**config.mk**
```make
export PLATFORM = sky130hd
export DESIGN_NAME = irq_controller
export DESIGN_NICKNAME = d
export VERILOG_FILES = /design/src/rtl/irqc_pkg.sv /design/src/rtl/irq_edge_detect.sv /design/src/rtl/irq_controller.sv
export SDC_FILE = /design/constraint.sdc
export NUM_CORES = 1
export LEC_CHECK = 0
export CORE_ASPECT_RATIO = 2
export CORE_MARGIN = 1.5
export CORE_UTILIZATION = 45
export DETAILED_ROUTE_END_ITERATION = 10
export MAX_ROUTING_LAYER = met4
export PLACE_DENSITY = 0.81
export SKIP_CTS_REPAIR_TIMING = 1
export SLEW_MARGIN = 20
export SYNTH_ARGS = -nofsm -noshare
export SYNTH_HDL_FRONTEND = slang
export SYNTH_HIERARCHICAL = 1
export SYNTH_SLANG_ARGS = --single-unit
```
**constraint.sdc**
```tcl
create_clock -name clk -period 2 [get_ports clk]
set_input_delay 0.4 -clock clk [delete_from_list [all_inputs] [get_ports clk]]
set_output_delay 0.4 -clock clk [all_outputs]
set_load 0.05 [all_outputs]
```
**src/rtl/irqc_pkg.sv**
```systemverilog
// irqc_pkg -- shared definitions for the interrupt controller.
//   irqc_state_e : controller FSM states (IDLE, REQ, SERVICE)
//   NUM_SRC_DEF  : default number of interrupt sources
//   VEC_W_DEF    : default vector width (clog2 of NUM_SRC_DEF)
//   prio_encode  : index of the lowest set bit (lowest index = highest priority)
package irqc_pkg;

  localparam int NUM_SRC_DEF = 8;
  localparam int VEC_W_DEF   = 3;

  typedef enum logic [1:0] {
    IDLE    = 2'd0,
    REQ     = 2'd1,
    SERVICE = 2'd2
  } irqc_state_e;

  // Scans from the top down so the last hit is the lowest set index.
  // An all-zero input returns 0; callers only use the result when
  // the input is known to be non-zero.
  function automatic logic [3:0] prio_encode(input logic [15:0] vec);
    prio_encode = 4'd0;
    for (int i = 15; i >= 0; i--) begin
      if (vec[i]) prio_encode = 4'(i);
    end
  endfunction

endpackage

```
**src/rtl/irq_edge_detect.sv**
```systemverilog
// irq_edge_detect -- per-source synchronizer and polarity edge detector.
//   clk, rst   : system clock, synchronous active-high reset
//   arm        : high once the history flops hold real samples after reset
//   irq_in     : raw interrupt line, asynchronous to clk
//   edge_sel   : 1 = falling edge triggers, 0 = rising edge triggers
//   edge_pulse : registered one-cycle pulse per detected edge
module irq_edge_detect
  import irqc_pkg::*;
(
  input  logic clk,
  input  logic rst,
  input  logic arm,
  input  logic irq_in,
  input  logic edge_sel,
  output logic edge_pulse
);

  logic s1_q, s1_d;
  logic s2_q, s2_d;
  logic prev_q, prev_d;
  logic edge_q, edge_d;

  // Two-flop synchronizer followed by a one-cycle history flop; the
  // detected edge is registered so pending sets the cycle after detection.
  always_comb begin
    s1_d   = irq_in;
    s2_d   = s1_q;
    prev_d = s2_q;
    edge_d = arm & (edge_sel ? (prev_q & ~s2_q) : (s2_q & ~prev_q));
  end

  // History resets to the inactive level of the selected polarity.
  always_ff @(posedge clk) begin
    if (rst) begin
      s1_q   <= edge_sel;
      s2_q   <= edge_sel;
      prev_q <= edge_sel;
      edge_q <= 1'b0;
    end else begin
      s1_q   <= s1_d;
      s2_q   <= s2_d;
      prev_q <= prev_d;
      edge_q <= edge_d;
    end
  end

  assign edge_pulse = edge_q;

endmodule

```
**src/rtl/irq_controller.sv**
```systemverilog
// irq_controller -- prioritised edge-triggered interrupt controller.
//   clk, rst          : system clock, synchronous active-high reset
//   irq_in, edge_sel  : raw interrupt lines and per-source polarity (1 = falling)
//   mask_wr/mask_data : mask register load strobe and value (1 = enabled)
//   irq_req, irq_vec  : request to CPU and the latched source index
//   irq_ack, eoi      : CPU acknowledge and end-of-interrupt strobes
//   pending           : pending-flag register
// Build option: define IRQC_NESTING_EN to allow a strictly higher-priority
// source to interrupt a handler in SERVICE (nested in-service bitmask).
module irq_controller
  import irqc_pkg::*;
#(
  parameter int NUM_SRC = NUM_SRC_DEF,
  parameter int VEC_W   = VEC_W_DEF
) (
  input  logic               clk,
  input  logic               rst,
  input  logic [NUM_SRC-1:0] irq_in,
  input  logic [NUM_SRC-1:0] edge_sel,
  input  logic               mask_wr,
  input  logic [NUM_SRC-1:0] mask_data,
  output logic               irq_req,
  output logic [VEC_W-1:0]   irq_vec,
  input  logic               irq_ack,
  input  logic               eoi,
  output logic [NUM_SRC-1:0] pending
);

  irqc_state_e        state_q, state_d;
  logic               req_q, req_d;
  logic [VEC_W-1:0]   vec_q, vec_d;
  logic [NUM_SRC-1:0] pending_q, pending_d;
  logic [NUM_SRC-1:0] insvc_q, insvc_d;
  logic [NUM_SRC-1:0] mask_q, mask_d;
  logic [1:0]         settle_q, settle_d;

  logic [NUM_SRC-1:0] edge_det;
  logic [NUM_SRC-1:0] eligible;
  logic [NUM_SRC-1:0] pend_clr;
  logic [NUM_SRC-1:0] vec_onehot;
  logic [VEC_W-1:0]   top_vec;
  logic               arm;

  // Edge detection stays disarmed for three cycles after reset, until
  // the history flops hold real samples. A line already sitting at its
  // active level when reset releases therefore never fakes an edge; an
  // edge arriving inside that window is not recorded.
  assign arm = (settle_q == 2'd3);

  for (genvar i = 0; i < NUM_SRC; i++) begin : g_src
    irq_edge_detect u_edge (
      .clk        (clk),
      .rst        (rst),
      .arm        (arm),
      .irq_in     (irq_in[i]),
      .edge_sel   (edge_sel[i]),
      .edge_pulse (edge_det[i])
    );
  end

  assign eligible = pending_q & mask_q;
  assign top_vec  = VEC_W'(prio_encode(16'(eligible)));

  always_comb begin
    state_d    = state_q;
    req_d      = req_q;
    vec_d      = vec_q;
    insvc_d    = insvc_q;
    pend_clr   = '0;
    vec_onehot = '0;
    vec_onehot[vec_q] = 1'b1;
    case (state_q)
      IDLE: begin
        if (|eligible) begin
          state_d = REQ;
          req_d   = 1'b1;
          vec_d   = top_vec;
        end
      end
      REQ: begin
        if (irq_ack) begin
          state_d  = SERVICE;
          req_d    = 1'b0;
          pend_clr = vec_onehot;
          insvc_d  = insvc_q | vec_onehot;
        end else if (mask_wr && !mask_data[vec_q]) begin
          // Withdrawn request; fall back to whatever handler was interrupted.
          req_d   = 1'b0;
          state_d = (|insvc_q) ? SERVICE : IDLE;
        end
      end
      SERVICE: begin
        if (eoi) begin
          // x & (x-1) clears the lowest set bit, i.e. the highest-priority handler.
          insvc_d = insvc_q & (insvc_q - NUM_SRC'(1));
          state_d = (|insvc_d) ? SERVICE : IDLE;
        end
`ifdef IRQC_NESTING_EN
        else if ((|eligible) &&
                 (prio_encode(16'(eligible)) < prio_encode(16'(insvc_q)))) begin
          state_d = REQ;
          req_d   = 1'b1;
          vec_d   = top_vec;
        end
`endif
      end
      default: state_d = IDLE;
    endcase
  end

  // A new edge wins over the acknowledge clear on the same bit.
  always_comb begin
    pending_d = (pending_q & ~pend_clr) | edge_det;
    mask_d    = mask_wr ? mask_data : mask_q;
    settle_d  = (settle_q == 2'd3) ? settle_q : settle_q + 2'd1;
  end

  always_ff @(posedge clk) begin
    if (rst) begin
      state_q   <= IDLE;
      req_q     <= 1'b0;
      vec_q     <= '0;
      pending_q <= '0;
      insvc_q   <= '0;
      mask_q    <= '1;
      settle_q  <= 2'd0;
    end else begin
      state_q   <= state_d;
      req_q     <= req_d;
      vec_q     <= vec_d;
      pending_q <= pending_d;
      insvc_q   <= insvc_d;
      mask_q    <= mask_d;
      settle_q  <= settle_d;
    end
  end

  assign irq_req = req_q;
  assign irq_vec = vec_q;
  assign pending = pending_q;

endmodule

```
## After elaboration in Yosys (flattened, before gate mapping)

Index checks and enable logic that the tools add are counted.

- Register bits after elaboration: 64
- Output and inout bits: 12
- Logic and storage cells: 169

- $add $sub $neg: 2
- Order comparisons: 2
- Equality and inequality tests: 7
- Multiplexer cells: 60
- Bitwise operators: 46
- Reduce and logical (&&, ||, !) cells: 13

Operator list:

| kind | number |
|---|---|
| 1-bit two-way mux | 37 |
| 8-bit two-way mux | 4 |
| 1-bit bitwise AND | 24 |
| 8-bit bitwise AND | 3 |
| 3-bit two-way mux | 8 |
| 8-bit OR reduction | 3 |
| 1-bit NOT | 16 |
| 8-bit OR | 2 |
| 8-bit case mux with 2 select lines | 1 |
| 2-bit two-way mux | 6 |
| 3-bit AND reduction | 3 |
| 8-bit NOT | 1 |
| 8-bit by 1-bit subtractor with 8-bit output, second input constant | 1 |
| 2-bit inequality test, second input constant | 3 |
| 2-bit case mux with 3 select lines | 1 |
| 2-bit == test, second input constant | 2 |
| 3-bit by 4-bit < comparator with 1-bit output, second input constant | 1 |
| 2-bit nonzero test | 2 |
| 1-bit binary-select mux with 3-bit select | 1 |
| 1-bit demux with 3-bit select | 1 |
| 3-bit by 1-bit >= comparator with 1-bit output, second input constant | 1 |
| 3-bit inequality test, second input constant | 1 |
| 2-bit by 1-bit adder with 2-bit output, second input constant | 1 |
| 2-bit by 1-bit == test with 1-bit output, second input constant | 1 |
| 5 further kinds | 6 |

## Logic depth before layout (Yosys ltp)

- Word-level depth: 9
- Mapped depth: 6
- Depth with buffers taken out: 6

## Cells and area by module

The synthesis kept the hierarchy.

Modules (own cells, without submodules):

| module | times used | cells each | area an instance (um2) | seq. area each (um2) |
|---|---|---|---|---|
| irq_controller | 1 | 172 | 1,463.9 | 640.6 |
| irq_edge_detect | 8 | 15 | 137.6 | 80.1 |

## Worst setup path before layout

OpenSTA, ideal clock, no wires.

- Path kind: register -> register
- Start: register vec_q[2], in the netlist irq_vec[2]
- End: register state_q[0]
- Library setup time: 103 ps
- Arrival: 1,962 ps
- Data required time: 1,897 ps
- Setup slack: -66 ps
- Cell stages (with the launch flop): 6
- Buffers on the path: 1
- Clock period less this slack: 2,066 ps
- Path through: dfxtp_1 > clkbuf_1 > mux4_2 > o211ai_2 > nand2b_2 > a2111oi_2

- Word-level cells in the longest chain between the ends: 6

RTL lines:

| item | line | RTL |
|---|---|---|
| from (decl) | irq_controller.sv:31 | `logic [VEC_W-1:0] vec_q, vec_d;` |
| from (signal assigned) | irq_controller.sv:130 | `vec_q <= vec_d;` |
| 1-bit binary-select mux with 3-bit select | irq_controller.sv:86 | `end else if (mask_wr && !mask_data[vec_q]) begin` |
| 1-bit two-way mux (implied by the code) | irq_controller.sv:86 |  |
| 1-bit logical NOT | irq_controller.sv:86 |  |
| 1-bit logical AND | irq_controller.sv:86 |  |
| 3-bit inequality test (no source line) | n/a |  |
| 3-bit AND reduction (no source line) | n/a |  |
| to (signal assigned) | irq_controller.sv:128 | `state_q <= state_d;` |
| to (decl) | irq_controller.sv:29 | `irqc_state_e state_q, state_d;` |

No other way between the ends. The select of a mux whose other input is x is not followed.
A chain may end at the register's enable or synchronous reset.

## Worst setup path after layout

- Start: register pending_q[1], in the netlist pending[1]
- End: output port pending[1]

RTL lines:

| item | line | RTL |
|---|---|---|
| from (decl) | irq_controller.sv:32 | `logic [NUM_SRC-1:0] pending_q, pending_d;` |
| from (signal assigned) | irq_controller.sv:131 | `pending_q <= pending_d;` |
| to (decl) | irq_controller.sv:26 | `output logic [NUM_SRC-1:0] pending` |

No word-level cell between the ends.

==> summary.txt <==
P&R area growth vs syn - 25.8%
Place WS - -0.105 ns
NetSw - 0.662 mW
CP Data Required Time - 1.60 ns
core box area - 5470 µm²
1st-iter DRT viols - 55
WP buf/inv - 1
Slew @ Worst Pin - 0.503 ns
Crit path max-delay family - buffers and inverters
vias in the first global route - 2085
row count - 38
Max Fclk - 512 MHz
Antenna Nets Post-Route - 0
Yosys reg bits - 64
total die area - 6190 µm²
Post-synth EDFFs - 0
Post-synth ARST share - 0%
Die Wd - 56.4 µm
Worst Hold Class - flop to flop
Final Worst Setup Slack - 0.0487 ns
vias per inst - 5.46
global-route wire length before repair - 8840 µm
post-synth cell types - 38
Syn Inst Count - 292
max-cap violations - 0
layout cell share with drive strength beyond 1 - 9.51%
grt ovf - 0
clock sinks - 64
Sequential Power Share - 52.3%
Worst Path Max Fanout - 3
CTS HTree Levels - 3
min Tclk post-route - 1.95 ns
Num CTS Buffers - 9
Pwr per Cell Area - 831 nW/µm²
share of the yosys chip area belonging to registers - 50.0%
crit path DAT - 1.55 ns
Setup Viol. Count Final - 0
crit path kind - flop to output pin
max incr delay on CP - 0.83 ns
Primary FF master, synth - dfxtp_1
Fill cells - 478
Post-DP Area - 3050 µm²
cell area after layout - 3230 µm²
Via Count - 2223
Internal Power - 2.02 mW
slowest library cell on the worst path - clkdlybuf4s50_1
final critical-path share of the clock period - 97.6%
Net Sw Frac - 24.7%
Max clock buf depth - 2
clock share of power - 35.6%
diode count - 0
Min Hold Slack - 0.438 ns
Slew Viols, Final - 0
P_leak - 1.32 nW
Critical Path Start Type - flop
CTS clk-pin slew, worst paths - 0.07 ns
post-detail-place hpwl - 3830 µm
Logic pwr share - 12.0%
root buf cell - clkbuf_8
Syn. warnings - 6
Post-Syn Area per Cell - 8.78 µm²
critical path, cell by cell - clkdlybuf4s50_1
clock skew - 0.00864 ns
setup TNS - 0 ns
insertion delay to the later sink of the worst-skew pair - 0.33 ns
DR pass1 iterations - 4
most common cell after layout, fill and taps aside - dfxtp_1
fin util - 59.0%
antenna violations before repair - 0
overall routed net length - 5260 µm
Tot GR Track Use - 19.2%
status - finished, final reports clean
IO Port Bufs - 40
Die Ht - 110 µm
RePlAce Congestion - 0.850
post-synthesis net count - 322
Ports - 41
VDD IR max - 0.794 mV
fin nets - 373
Hold Violations, Final - 0
initial core utilization - 46.9%
pin count of the biggest net entering global routing - 73
number of remaining DRC errors - 0
Crit. End Element - output pin
Post-Syn Area - 2560 µm²
Worst slew margin - 66.4%
most frequent cells in the layout - dfxtp_1 (63), clkdlybuf4s50_1 (33), o21ai_0 (32)
routed len/inst - 12.9 µm
CTS tree - yes
RSZ-0062 raised after global routing - false
## stage by stage
| step | std cells | power (mW) |
|---|---|---|
| 2_1_floorplan | 292 | 1.61 |
| 6_report | 407 | 2.68 |
| 5_1_grt | 407 | 2.81 |
| 3_3_place_gp | 392 | 1.74 |
| 4_1_cts | 407 | 2.70 |
| 3_5_place_dp | 392 | 1.75 |
## synth_stat cells (all sizes together) (2+ instances only)
master  instances  area share (%)
dfxtp          64              50
o21ai          32             6.2
nand2          31             4.5
a21oi          29             5.7
inv            25             3.7
nor2           16             2.3
nor2b          11             2.7
nand2b         10             2.5
nand3b          9             2.6
a211o           8             2.7
or3b            8             2.7
nand3           6             1.2
clkbuf          5            0.73
nor3            4            0.78
a22oi           3            0.88
mux2i           3             1.2
a211oi          2            0.59
a31oi           2            0.49
maj3            2            0.78
nand4           2            0.49
o31ai           2            0.59
or2             2            0.49
or3             2            0.49
## per-layer routing
layer | global-route usage (%) | vias to the layer above | wire, µm
met1 | 18.2 | 1017 | 2070
met5 | - | - | 0
met3 | 3.76 | 25 | 152
met4 | 14.3 | 0 | 224
met2 | 33.8 | 58 | 2810
li1 | - | 1123 | -
## state kept, by name (all words and copies together) (netlist names)
| register | flops |
|---|---|
| g_src.u_edge/s1_q | 8 |
| irq_req | 1 |
| g_src.u_edge/prev_q | 8 |
| g_src.u_edge/prev_d | 8 |
| mask_q | 8 |
| settle_q | 2 |
| g_src.u_edge/edge_pulse | 8 |
| insvc_q | 8 |
| pending | 8 |
| state_q | 2 |
| irq_vec | 3 |
## power by group through the flow
| stage | registers (mW) | clock network, mW | logic, mW |
|---|---|---|---|
| floorplan | 1.45 | 0 | 0.163 |
| global placement | 1.43 | 0 | 0.314 |
| detailed placement | 1.43 | 0 | 0.323 |
| CTS | 1.40 | 0.976 | 0.325 |
| global route | 1.41 | 1.04 | 0.358 |
| finish | 1.40 | 0.955 | 0.323 |
## cell families after synthesis
group                      share of synthesized area, %
DFF                                                50.0
buffers and inverters                              4.83
AOI/OAI and AO/OA                                  19.4
adders and majority gates                          1.27
and+or+nand+nor                                    22.2
xor gates and xnor gates                          0.342
muxes                                              2.05
## cell type report
type / instances / area [µm²] / share of cell area, %
clock buffers: 12 / 155 / 4.81
inverters: 25 / 93.8 / 2.91
clock inverters: 3 / 17.5 / 0.543
multi-input cells: 197 / 1160 / 35.9
well taps: 60 / 75.1 / 2.33
flip-flops and latches: 64 / 1280 / 39.7
repair buffers: 46 / 443 / 13.7
## path summary, 6_finish.rpt
kind,from,to,slack [ns],cells past startpoint
hold / removal,g_src[2].u_edge/s1_q,g_src[2].u_edge/prev_d,0.44,2
setup / recovery,pending[1],pending[1],0.05,1
hold reg to reg,g_src[2].u_edge/s1_q,g_src[2].u_edge/prev_d,0.44,2
setup reg to reg,insvc_q[2],state_q[1],0.17,6
## worst register-to-register path, delay by kind of cell, from the launching register on
kind            cells  cell delay [ns]
simple gates        4             1.01
flops               1             0.36
compound gates      2             0.36
Note: power is estimated with default switching activity, not from simulation.
==> patch, RTL diff (config.mk and constraints unchanged) <==
Build with the macro `IRQC_NESTING_EN` defined.
--- a/src/rtl/irq_controller.sv
+++ b/src/rtl/irq_controller.sv
@@ -7,6 +7,8 @@
 //   pending           : pending-flag register
 // Build option: define IRQC_NESTING_EN to allow a strictly higher-priority
 // source to interrupt a handler in SERVICE (nested in-service bitmask).
+`define IRQC_NESTING_EN
+
 module irq_controller
   import irqc_pkg::*;
 #(
Check against the original RTL: not equivalent (a bounded check fails within 10 cycles, from zero or initial values and one cycle with rst high).
==> patch against the unedited design <==
  * The flow now finishes with violations (setup timing)
  * Routed wire length up 44%
  * Global-route usage up 4.4 points
  * Design area up 24%
  * Worst setup slack worse by 130 ps
  * First-iteration DRC count up 58%
  * Sequential share of layout area down 6.9 points
  * Sequential cell count unchanged
  * Total power up 19%
  * Area after synthesis up 7.6%
  * Largest cell class is now multi-input combinational cells
==> patch: results (changes against the unedited design) <==
Route
  • Via count: 2696 (+21%)
  • DR WL/cell: 15.7 µm (+22%)
  • Drt initial violations: 87 (+58%)

Pwr
  • LEAKAGE: 1.74 nW (+32%)
  • Maximum VDD drop: 0.759 mV (-4.4%)

Timing
  • Clock Skew: 5.13 ps (-3.51 ps)
  • Final setup viols: 6 (+6)
  • Slew @ Worst Pin: 563 ps (+59.9 ps)
  • PnR worst setup slack: -81.4 ps (-130 ps)

Critical path
  • CP startpoint: insvc_q[5]$_SDFFE_PP0P_
  • R2R depth: 8 (+2)
  • CP Data Arrival Time: 2350 ps (+800 ps)
  • FF-to-FF End: irq_vec[1]$_SDFFE_PP0P_
  • CP max FO: 5 (+2)

Placed design
  • GPL Wtd Cong: 0.860 (+1.2%)
  • Setup WS pre-CTS: -236 ps (-130 ps)
  • Half-perimeter wire length after placement: 5.36 mm (+40%)
  • Buffers on Ports: 40 (unchanged)

Global route
  • GRT Util Overall: 23.6% (+4.4 points)
  • First-pass GRT wire length: 11.2 mm (+26%)
  • Largest net degree at the start of global routing: 34 (-53%)
  • Initial antenna violation count: 0 (unchanged)
  • Vias in the first global route: 2561 (+23%)

Status
  • Outcome: finished with violations
  • Failing checks: setup timing

Finish
  • Share of layout cells above drive strength 1: 24.4% (+15 points)
  • Nets@finish: 445 (+19%)
  • # diodes: 0 (unchanged)

Yosys
  • Post-synthesis sequential area ratio: 46.4% (-3.5 points)
  • Top post-synthesis cells by area: dfxtp_1 (46%), o21ai_0 (6.5%), a21oi_1 (5.4%)
  • Yosys cell types: 45 (+18%)
  • Syn nets: 352 (+9.3%)
  • Commonest cells in the netlist: dfxtp_1 (64), o21ai_0 (36), a21oi_1 (30), nand2_1 (30), inv_1 (29)
  • FFs w/ async S/R, synth: 0% (unchanged)

Clocking
  • Clock Pin Slew Worst Setup and Hold Paths: 50 ps (-20 ps)
  • Root Buffer: clkbuf_16

Min path
  • WHS Endpoint: g_src[4].u_edge/prev_d$_DFF_P_
  • HP Start: g_src[4].u_edge/s1_q$_DFF_P_
[patch: cells by family after synthesis]
logic type      count (synthesis)  share of synthesized area, %
compound gates                 98                          21.9
buf+inv                        37                          5.58
flops                          64                          46.4
simple gates                  113                          22.9
mux                             3                          1.09
fa+ha+maj                       4                          1.77
xor+xnor                        1                         0.317
[patch: layout make-up]
class | instances | area (µm²)
well taps | 63 | 78.8
fillers | 449 | 1960
clock inverters | 2 | 13.8
clock buffers | 14 | 264
flip-flops and latches | 64 | 1310
inverters | 30 | 113
multi-input cells | 219 | 1450
repair buffers | 89 | 768
[patch: worst max-delay path by stage]
stage               slack (ps)                      end  depth (start not counted)
floorplan                   20  irq_vec[2]$_SDFFE_PP0P_                          9
global route              -190  irq_vec[1]$_SDFFE_PP0P_                          8
finish                     -80  irq_vec[1]$_SDFFE_PP0P_                          8
CTS                       -280  state_q[0]$_SDFFE_PP0P_                          8
detailed placement        -240  state_q[0]$_SDFFE_PP0P_                          8
global placement          -150  state_q[0]$_SDFFE_PP0P_                          8
[patch: stage by stage]
| step | area, µm² | total power, mW | cells | setup TNS, ps | hold WS [ps] |
|---|---|---|---|---|---|
| 2_1_floorplan | 2810 | 1.59 | 320 | 0 | 412 |
| 3_3_place_gp | 3550 | 1.74 | 457 | -662 | 416 |
| 3_5_place_dp | 3550 | 1.76 | 457 | -1060 | 428 |
| 4_1_cts | 3820 | 3.19 | 473 | -1290 | 436 |
| 5_1_grt | 4000 | 3.30 | 481 | -869 | 456 |
| 6_report | 4000 | 3.18 | 481 | -339 | 433 |
[patch: routing by layer]
| metal | up-vias | wire, µm | global-route usage (%) |
|---|---|---|---|
| li1 | 1315 | - | - |
| met1 | 1252 | 2640 | 20.6 |
| met2 | 91 | 4130 | 40.4 |
| met3 | 38 | 312 | 6.35 |
| met4 | 0 | 485 | 19.1 |
| met5 | - | 0 | - |
[patch: power by group]
| part | total, mW | internal (mW) | leakage (nW) | switching, mW |
|---|---|---|---|---|
| Combinational | 0.362 | 0.187 | 1.06 | 0.175 |
| Clock | 1.43 | 0.906 | 0.137 | 0.527 |
| Sequential | 1.39 | 1.35 | 0.536 | 0.0440 |
[patch: critical path, cell delays in order, from the launching register on]
cell and delay [ps]:
dfxtp_1 440, nor3_2 80, o31ai_2 340, ha_4 260
o21a_1 200, nand2_1 100, a21oi_2 50, or4b_1 470
o21ai_1 80
